[src/rtl/stream_pkt_arbiter_pkg.sv]
// Shared types and helpers for the packet-aware weighted round-robin arbiter.
// Latency: n/a (types and pure functions only).
// Backpressure: n/a.
package stream_pkt_arbiter_pkg;

  // IDLE: free to pick a new source; LOCKED: grant pinned to owner until last beat.
  typedef enum logic {
    IDLE   = 1'b0,
    LOCKED = 1'b1
  } state_e;

  // Widest weight field the helper handles; narrower fields are zero-extended.
  localparam int unsigned MaxWeightWidth = 16;

  // A programmed weight of zero still grants one packet per turn.
  function automatic logic [MaxWeightWidth-1:0] eff_weight(input logic [MaxWeightWidth-1:0] w);
    return (w == '0) ? MaxWeightWidth'(1) : w;
  endfunction

endpackage

[src/rtl/stream_pkt_arbiter_sel.sv]
// Cyclic priority selector: first valid index at or above rr, else wraps to the lowest valid.
// Latency: purely combinational.
// Backpressure: none; it only ranks requests.
module stream_pkt_arbiter_sel #(
  parameter int unsigned NumIn    = 4,
  parameter int unsigned IdxWidth = $clog2(NumIn)
) (
  input  logic [NumIn-1:0]    valid,
  input  logic [IdxWidth-1:0] rr,
  output logic [IdxWidth-1:0] sel_idx,
  output logic                empty
);

  logic [NumIn-1:0]    upper;
  logic [NumIn-1:0]    lower;
  logic [IdxWidth-1:0] upper_idx;
  logic [IdxWidth-1:0] lower_idx;

  // Lowest set bit of a request vector (zero when none are set).
  function automatic logic [IdxWidth-1:0] first_set(input logic [NumIn-1:0] v);
    logic [IdxWidth-1:0] idx;
    idx = '0;
    for (int i = NumIn - 1; i >= 0; i--) begin
      if (v[i]) idx = IdxWidth'(i);
    end
    return idx;
  endfunction

  // Split requests into the part at/after the rr pointer and the wrapped-around part.
  always_comb begin
    upper = '0;
    lower = '0;
    for (int i = 0; i < NumIn; i++) begin
      if (i >= int'(rr)) upper[i] = valid[i];
      else               lower[i] = valid[i];
    end
  end

  // Upper half wins; the wrapped half is only consulted when nothing sits at/after rr.
  always_comb begin
    upper_idx = first_set(upper);
    lower_idx = first_set(lower);
    sel_idx   = (|upper) ? upper_idx : lower_idx;
    empty     = ~|valid;
  end

endmodule

[src/rtl/stream_pkt_arbiter.sv]
// Packet-aware weighted round-robin arbiter: many valid/ready sources onto one sink, packets kept whole.
// Latency: zero-cycle combinational forwarding; no register in the data path.
// Backpressure: sink ready is routed to the single selected source; the choice freezes while stalled.
module stream_pkt_arbiter
  import stream_pkt_arbiter_pkg::*;
#(
  parameter int unsigned NumIn       = 4,
  parameter int unsigned DataWidth   = 32,
  parameter int unsigned WeightWidth = 4,
  parameter int unsigned IdxWidth    = $clog2(NumIn)
) (
  input  logic                         clk_i,
  input  logic                         rst_ni,
  input  logic                         flush_i,
  input  logic [NumIn*WeightWidth-1:0] weight_i,
  input  logic [NumIn-1:0]             valid_i,
  output logic [NumIn-1:0]             ready_o,
  input  logic [NumIn-1:0]             last_i,
  input  logic [NumIn*DataWidth-1:0]   data_i,
  output logic                         valid_o,
  input  logic                         ready_i,
  output logic                         last_o,
  output logic [DataWidth-1:0]         data_o,
  output logic [IdxWidth-1:0]          idx_o,
  output logic                         busy_o
);

  state_e                state_q;
  logic [IdxWidth-1:0]   owner_q;
  logic [IdxWidth-1:0]   rr_q;
  logic [WeightWidth-1:0] credit_q;

  logic [IdxWidth-1:0]   sel_idx;
  logic                  sel_empty;
  logic [IdxWidth-1:0]   cur_idx;
  logic                  pkt_done;
  logic                  keep_turn;
  logic [IdxWidth-1:0]   rr_adv;
  logic [MaxWeightWidth-1:0] w_eff;
  logic [MaxWeightWidth-1:0] credit_inc;

  logic [DataWidth-1:0]   data_arr   [NumIn];
  logic [WeightWidth-1:0] weight_arr [NumIn];

  for (genvar g = 0; g < NumIn; g++) begin : g_unpack
    assign data_arr[g]   = data_i[g*DataWidth +: DataWidth];
    assign weight_arr[g] = weight_i[g*WeightWidth +: WeightWidth];
  end

  stream_pkt_arbiter_sel #(
    .NumIn   (NumIn),
    .IdxWidth(IdxWidth)
  ) u_sel (
    .valid  (valid_i),
    .rr     (rr_q),
    .sel_idx(sel_idx),
    .empty  (sel_empty)
  );

  // Route the chosen source (owner when locked, fresh pick when idle) to the sink.
  always_comb begin
    cur_idx = (state_q == LOCKED) ? owner_q : sel_idx;
    valid_o = (state_q == LOCKED) ? valid_i[owner_q] : ~sel_empty;
    data_o  = data_arr[cur_idx];
    last_o  = last_i[cur_idx];
    idx_o   = cur_idx;
    ready_o = '0;
    ready_o[cur_idx] = valid_o & ready_i;
  end

  // Work out the weighted-turn bookkeeping for a packet that finishes this cycle.
  always_comb begin
    pkt_done   = valid_o & ready_i & last_o;
    w_eff      = eff_weight(MaxWeightWidth'(weight_arr[cur_idx]));
    credit_inc = MaxWeightWidth'(credit_q) + MaxWeightWidth'(1);
    keep_turn  = (credit_inc < w_eff);
    rr_adv     = (cur_idx == IdxWidth'(NumIn - 1)) ? '0 : cur_idx + 1'b1;
  end

  // Packet FSM plus rr/credit registers; flush beats every other update.
  always_ff @(posedge clk_i or negedge rst_ni) begin
    if (!rst_ni) begin
      state_q  <= IDLE;
      owner_q  <= '0;
      rr_q     <= '0;
      credit_q <= '0;
    end else if (flush_i) begin
      state_q  <= IDLE;
      owner_q  <= '0;
      rr_q     <= '0;
      credit_q <= '0;
    end else if (pkt_done) begin
      state_q <= IDLE;
      if (keep_turn) begin
        credit_q <= credit_q + 1'b1;
        rr_q     <= cur_idx;
      end else begin
        credit_q <= '0;
        rr_q     <= rr_adv;
      end
    end else if (state_q == IDLE && valid_o) begin
      // Either a multi-beat packet started or the sink stalled: pin the choice.
      state_q <= LOCKED;
      owner_q <= cur_idx;
    end
  end

  assign busy_o = (state_q == LOCKED);

endmodule
[config.mk]
export PLATFORM = sky130hd
export DESIGN_NAME = stream_pkt_arbiter
export DESIGN_NICKNAME = d
export VERILOG_FILES = /design/src/rtl/stream_pkt_arbiter_pkg.sv /design/src/rtl/stream_pkt_arbiter_sel.sv /design/src/rtl/stream_pkt_arbiter.sv
export SDC_FILE = /design/constraint.sdc
export NUM_CORES = 1
export LEC_CHECK = 0
export ABC_CLOCK_PERIOD_IN_PS = 3400
export BUFFER_PORTS_ARGS = -buffer_cell sky130_fd_sc_hd__buf_2
export CORE_MARGIN = 2
export CORE_UTILIZATION = 33
export DETAILED_ROUTE_END_ITERATION = 8
export GPL_TIMING_DRIVEN = 0
export PLACE_DENSITY = 0.8
export SKIP_CTS_REPAIR_TIMING = 1
export SLEW_MARGIN = 20
export SYNTH_ARGS = -nofsm -noshare
export SYNTH_HDL_FRONTEND = slang
export SYNTH_HIERARCHICAL = 1
export SYNTH_SLANG_ARGS = --single-unit
[constraint.sdc]
create_clock -name clk_i -period 3.4 [get_ports clk_i]
set_input_delay 0.34 -clock clk_i [delete_from_list [all_inputs] [get_ports clk_i]]
set_output_delay 0.34 -clock clk_i [all_outputs]
set_load 0.02 [all_outputs]
* After elaboration in Yosys (flattened, before gate mapping)
Index checks and enable logic that the tools add are counted.
W data, S select, Z words.
** Cells by class
- Reductions and logical operators :: 9
- Equality and inequality tests :: 2
- Multiplexer cells :: 42
- Bitwise gates (word level) :: 5
- Magnitude comparators :: 8
- Add/sub/neg operators :: 3
** Operators with widths (number)
- $bmux W32 S2 :: 1
- $mux W32 :: 2
- $mux W2 :: 16
- $mux W4 :: 6
- $mux W1 :: 13
- $bmux W4 S2 :: 1
- $reduce_or A4 Y1 :: 2
- $lt A2 B3 Y1 const B :: 2
- $add A4 B1 Y5 const B :: 1
- $lt A5 B4 Y1 :: 1
- $add A4 B1 Y4 const B :: 1
- $and A4 B4 Y4 :: 1
- $bmux W1 S2 :: 2
- $ge A1 B2 Y1 const A :: 2
- $logic_not A4 Y1 :: 1
- $reduce_bool A2 Y1 :: 2
- $ge A3 B3 Y1 const B :: 1
- $not A2 Y3 :: 1
- $reduce_bool A3 Y1 :: 1
- $add A2 B1 Y2 const B :: 1
- $and A1 B1 Y1 :: 2
- $demux W1 S2 :: 1
- $eq A2 B2 Y1 const B :: 1
- $ge A2 B1 Y1 const B :: 1
- 5 further kinds :: 6
** Storage, ports and cells
- Input bits :: 156
- Bits in registers :: 9
- Logic and storage cells :: 73
- Output and inout bits :: 41

* Depth between registers and ports, before layout
- Depth after elaboration :: 17
- Depth in mapped cells :: 17
- Mapped depth without buffers :: 15

* Modules after synthesis
Netlist, hierarchy kept.
** By module, submodules not included
- stream_pkt_arbiter :: area each 1885.6 um^2, times used 1, cells an instance 319, sequential area each 225.2 um^2
- stream_pkt_arbiter_sel :: area each 76.3 um^2, times used 1, cells an instance 14, sequential area each 0.0 um^2

* Worst setup path before layout
No wires, ideal clock.
- Path kind :: register -> register
- Start point :: register rr_q[1]
- End point :: register credit_q[0]
- Setup slack :: 0.040 ns
- Data arrival time :: 3.282 ns
- Cell stages (with the launch flop) :: 18
- Path buffers :: 2
- Library setup time :: 0.078 ns
- Required time :: 3.322 ns
- Period minus slack after synthesis :: 3.360 ns
- Path through :: dfrtp_1 > nand2b_1 > a21oi_1 > a211oi_1 > mux2i_4 > inv_4 > buf_2 > buf_1 > nand2_1 > nand3_1 > o21ai_1 > ha_1 > nor2b_1 > o21a_1 > o21a_1 > a211o_1 > or3_1 > a21oi_1
** Between the ends
- Cells in the longest elaborated chain, start to end :: 17
- Elaborated cells between the ends (all ways) :: 32
- Classes of those cells :: order compare (4); mux (23); bitwise (2); reduce/logical (3)
** RTL lines
- from (decl) :: RTL line stream_pkt_arbiter.sv:30 : logic [IdxWidth-1:0] rr_q;
- from (signal assigned) :: RTL line stream_pkt_arbiter.sv:96 : rr_q <= cur_idx;
- from (signal assigned) :: RTL line stream_pkt_arbiter.sv:99 : rr_q <= rr_adv;
- $ge A2 B2 Y1 :: RTL line stream_pkt_arbiter_sel.sv:34 : if (i >= int'(rr)) upper[i] = valid[i];
- $mux W1 :: RTL line stream_pkt_arbiter_sel.sv:34
- $mux W2 (3 in a row) :: RTL line stream_pkt_arbiter_sel.sv:24 : if (v[i]) idx = IdxWidth'(i);
- $mux W2 (*) :: RTL line stream_pkt_arbiter_sel.sv:43 : sel_idx = (|upper) ? upper_idx : lower_idx;
- named net sel_idx[0] :: RTL line stream_pkt_arbiter.sv:33 : logic [IdxWidth-1:0] sel_idx;
- $mux W2 (*) :: RTL line stream_pkt_arbiter.sv:62 : cur_idx = (state_q == LOCKED) ? owner_q : sel_idx;
- $not A2 Y3 (not written as such) :: RTL line stream_pkt_arbiter.sv:74 : w_eff = eff_weight(MaxWeightWidth'(weight_arr[cur_idx]));
- $bmux W4 S2 :: RTL line stream_pkt_arbiter.sv:74
- $mux W4 (not written as such) (2 in a row) :: RTL line stream_pkt_arbiter.sv:74
- $logic_not A4 Y1 :: RTL line stream_pkt_arbiter_pkg.sv:17 : return (w == '0) ? MaxWeightWidth'(1) : w;
- $mux W4 :: RTL line stream_pkt_arbiter_pkg.sv:17
- $lt A5 B4 Y1 :: RTL line stream_pkt_arbiter.sv:76 : keep_turn = (credit_inc < w_eff);
- $mux W4 :: RTL line stream_pkt_arbiter.sv:94 : if (keep_turn) begin
- $mux W4 :: RTL line stream_pkt_arbiter.sv:92 : end else if (pkt_done) begin
- $mux W4 :: RTL line stream_pkt_arbiter.sv:87 : end else if (flush_i) begin
- to (signal assigned) :: RTL line stream_pkt_arbiter.sv:95 : credit_q <= credit_q + 1'b1;
- to (decl) :: RTL line stream_pkt_arbiter.sv:31 : logic [WeightWidth-1:0] credit_q;
Mark *: on every way through the listed nets, which the timed path passes. The rest lies on a longest branch. The select of a mux whose other input is x is not followed.
A chain may end at the register's enable or synchronous reset.

* Final worst setup path
Ends and elaborated chain as after synthesis.

==> flow_summary.json <==
{
  "status": "complete, no violations",
  "yosys_warnings": 6,
  "drv_cap": 0,
  "ys_ff_latch": 9,
  "slowest_stage": "dfrtp_2",
  "path_clk_slew_ps": 50,
  "seqPwrFrac": 0.097,
  "fmaxAchievable_mhz": 299.4,
  "fillers": 599,
  "crit_family": "compound AO/OA/AOI/OAI gates",
  "cts_sinks": 9,
  "drtIter0Drc": 150,
  "final_hold_viol_count": 0,
  "final_cell_mix": "buf_2, nand2_1, and3_1",
  "fp.coreArea_mm2": 0.005816,
  "vias": 3191,
  "synthArstFlopShare": 1.000,
  "final_common_cell": "buf_2",
  "hp-class": "primary input to async pin",
  "cp-endpoint": "credit_q[0]",
  "maxSlewHeadroom": 0.6111,
  "skew_ps": 3.687,
  "crit_buf_inv": 3,
  "arrival_ps": 3500,
  "synth_nets": 497,
  "area_growth_pct": 68.56,
  "cp_cell_sequence": "nand2b_4 -> a21oi_2 -> a211oi_2 -> mux2i_4 -> inv_4 -> buf_12 -> buf_12 -> nand2_2 -> nand3_2 -> o21ai_2 -> ha_1 -> nor2b_4 -> o21a_1 -> o21a_1 -> a211o_1 -> or3_1 -> a21oi_2",
  "gp_congestion": 0.8535,
  "htreeDepth": 1,
  "seq_area_um2": 226.5,
  "multi_input_area_mm2": 0.001677,
  "r2r-start": "rr_q[1]",
  "grt_pass1_vias": 2821,
  "ys_seq_area_frac": 0.1148,
  "overflow": 0,
  "drt_pass1_iterations": 4,
  "ff2ff_path_depth": 17,
  "tns_ps": 0,
  "grt_util_all_layers": 0.2420,
  "vias_per_cell": 5.147,
  "die_h_um": 81.11,
  "r2r_slack_ps": 60,
  "worst_pin_slew_ps": 568.7,
  "antenna_found_initial": 0,
  "switching_share": 0.5219,
  "cp.required_ps": 3560,
  "fin_area_mm2": 0.003307,
  "cts_root_buf": "clkbuf_8",
  "finalSetupViolCount": 0,
  "initial_core_util": 0.3373,
  "power_frac_clock": 0.090,
  "crit_path_end_kind": "flop",
  "slew_viol_final": 0,
  "critPathMaxFanout": 6,
  "insertion_delay_ps": 230,
  "worstSetupPathDepth": 17,
  "hpwl_um": 6966,
  "antenna_left": 0,
  "p_int_uw": 667.9,
  "power_density_mw_per_mm2": 422.5,
  "cts_buffers": 3,
  "slowest_delay_ps": 420,
  "period_minus_slack_ps": 3340,
  "drive_gt1_frac": 0.4349,
  "io_pins": 197,
  "reg2reg_to": "credit_q[0]",
  "cp-startpoint": "rr_q[1]",
  "drc_errors": 0,
  "synth_edf_count": 0,
  "synth.distinct_cells": 40,
  "critPathLaunchType": "flop",
  "grt_pass1_wl_um": 12830,
  "fp.dieArea_mm2": 0.006578,
  "clk_path_buf_depth": 2,
  "nets": 710,
  "power_leakage_nw": 1.913,
  "total_power_mw": 1.397,
  "utilization": 0.5686,
  "critPathKind": "flop to flop",
  "ys.flop_type": "dfrtp_1",
  "diodes": 0,
  "synth.avg_cell_area_um2": 5.892,
  "placementRows": 28,
  "die_w_um": 81.11,
  "routed_wl_um": 8911,
  "ir_drop_uv": 225.0,
  "detail_route.wl_per_cell_um": 14.37,
  "netlist_area_mm2": 0.001962,
  "whs_ps": 481.0,
  "place_area_mm2": 0.003032,
  "p_switching_uw": 729.1,
  "numPortBuffers": 195,
  "cts_tree": "done",
  "synth_cells": 333,
  "grt_max_degree": 13,
  "fin_crit_sh": 0.9824,
  "combPwrFrac": 0.813
}
## power by group through the flow
stage                     registers, mW  clock network, mW  logic (mW)
after floorplan                   0.133                  0       0.654
after global placement            0.135                  0       0.997
after detailed placement          0.135                  0        1.02
after CTS                         0.134              0.126        1.02
after global routing              0.138              0.135        1.23
final                             0.136              0.125        1.14
## worst min path at each step
| stage | slack (ps) | to |
|---|---|---|
| 2_1_floorplan | 40 | busy_o |
| 3_3_place_gp | 200 | credit_q[0] |
| 3_5_place_dp | 200 | credit_q[0] |
| 4_1_cts | -40 | credit_q[0] |
| 5_1_grt | 500 | credit_q[3] |
| 6_report | 480 | busy_o |
## worst register-to-register path: stages (launching register included)
cell	delay [ps]
dfrtp_2	420
nand2b_4	150
a21oi_2	50
a211oi_2	290
mux2i_4	140
inv_4	110
buf_12	130
buf_12	120
nand2_2	60
nand3_2	80
o21ai_2	60
ha_1	310
nor2b_4	130
o21a_1	160
o21a_1	220
a211o_1	290
or3_1	420
a21oi_2	140
## metrics by stage
stage | worst slack, ps | instances
floorplan | 39.90 | 333
global route | -54.53 | 620
finish | 59.90 | 620
global placement | -673.2 | 603
detailed placement | -823.7 | 603
CTS | -793.2 | 607
## synthesized netlist by cell type, types with 2 or more instances
library cell / n / area [µm²]
o21a_1: 2 / 15.01
nand3_1: 6 / 30.03
nand2_1: 144 / 540.5
nor4_1: 2 / 12.51
mux2i_1: 4 / 40.04
buf_1: 6 / 22.52
nor2b_1: 4 / 25.02
and2_1: 2 / 12.51
buf_2: 2 / 10.01
a211oi_1: 5 / 37.54
o21ai_1: 2 / 10.01
a31oi_1: 33 / 206.5
a211o_1: 2 / 17.52
ha_1: 8 / 100.1
nor2_1: 13 / 48.80
mux4_2: 4 / 90.09
nand2b_1: 3 / 18.77
and3_1: 36 / 225.2
clkbuf_1: 16 / 60.06
nor3_1: 5 / 25.02
inv_1: 3 / 11.26
dfrtp_1: 9 / 225.2
a21oi_1: 5 / 25.02
## routing by layer
metal  vias to the layer above  GRT usage  routed length, µm
li1                       1578          -                  -
met1                      1432     0.3252               3738
met2                       165     0.4182               4396
met3                        16   0.008889                542
met4                         0    0.07627                233
met5                         -          0                  0
## state kept, by name, summed over array words and instances (netlist names)
name	cells
credit_q	4
owner_q	2
rr_q	2
busy_o	1
## logic make-up (layout without fill, tap and decap cells)
| kind of cell | Yosys count | count (layout) | share of synthesized area |
|---|---|---|---|
| muxes | 11 | 11 | 0.08929 |
| adders and majority gates | 8 | 8 | 0.05102 |
| xor gates and xnor gates | 1 | 1 | 0.004465 |
| buffers and inverters | 29 | 241 | 0.05804 |
| and+or+nand+nor | 220 | 220 | 0.4987 |
| AOI/OAI and AO/OA | 55 | 55 | 0.1837 |
| DFF | 9 | 9 | 0.1148 |
## layout make-up
class,count,area share
multi-input cells,295,0.5070
repair buffers,210,0.3405
flip-flops and latches,9,0.06848
plain buffers,22,0.03519
well taps,75,0.02838
clock buffers,4,0.01362
inverters,5,0.006810
No activity file was read; power rests on OpenSTA's default activity.
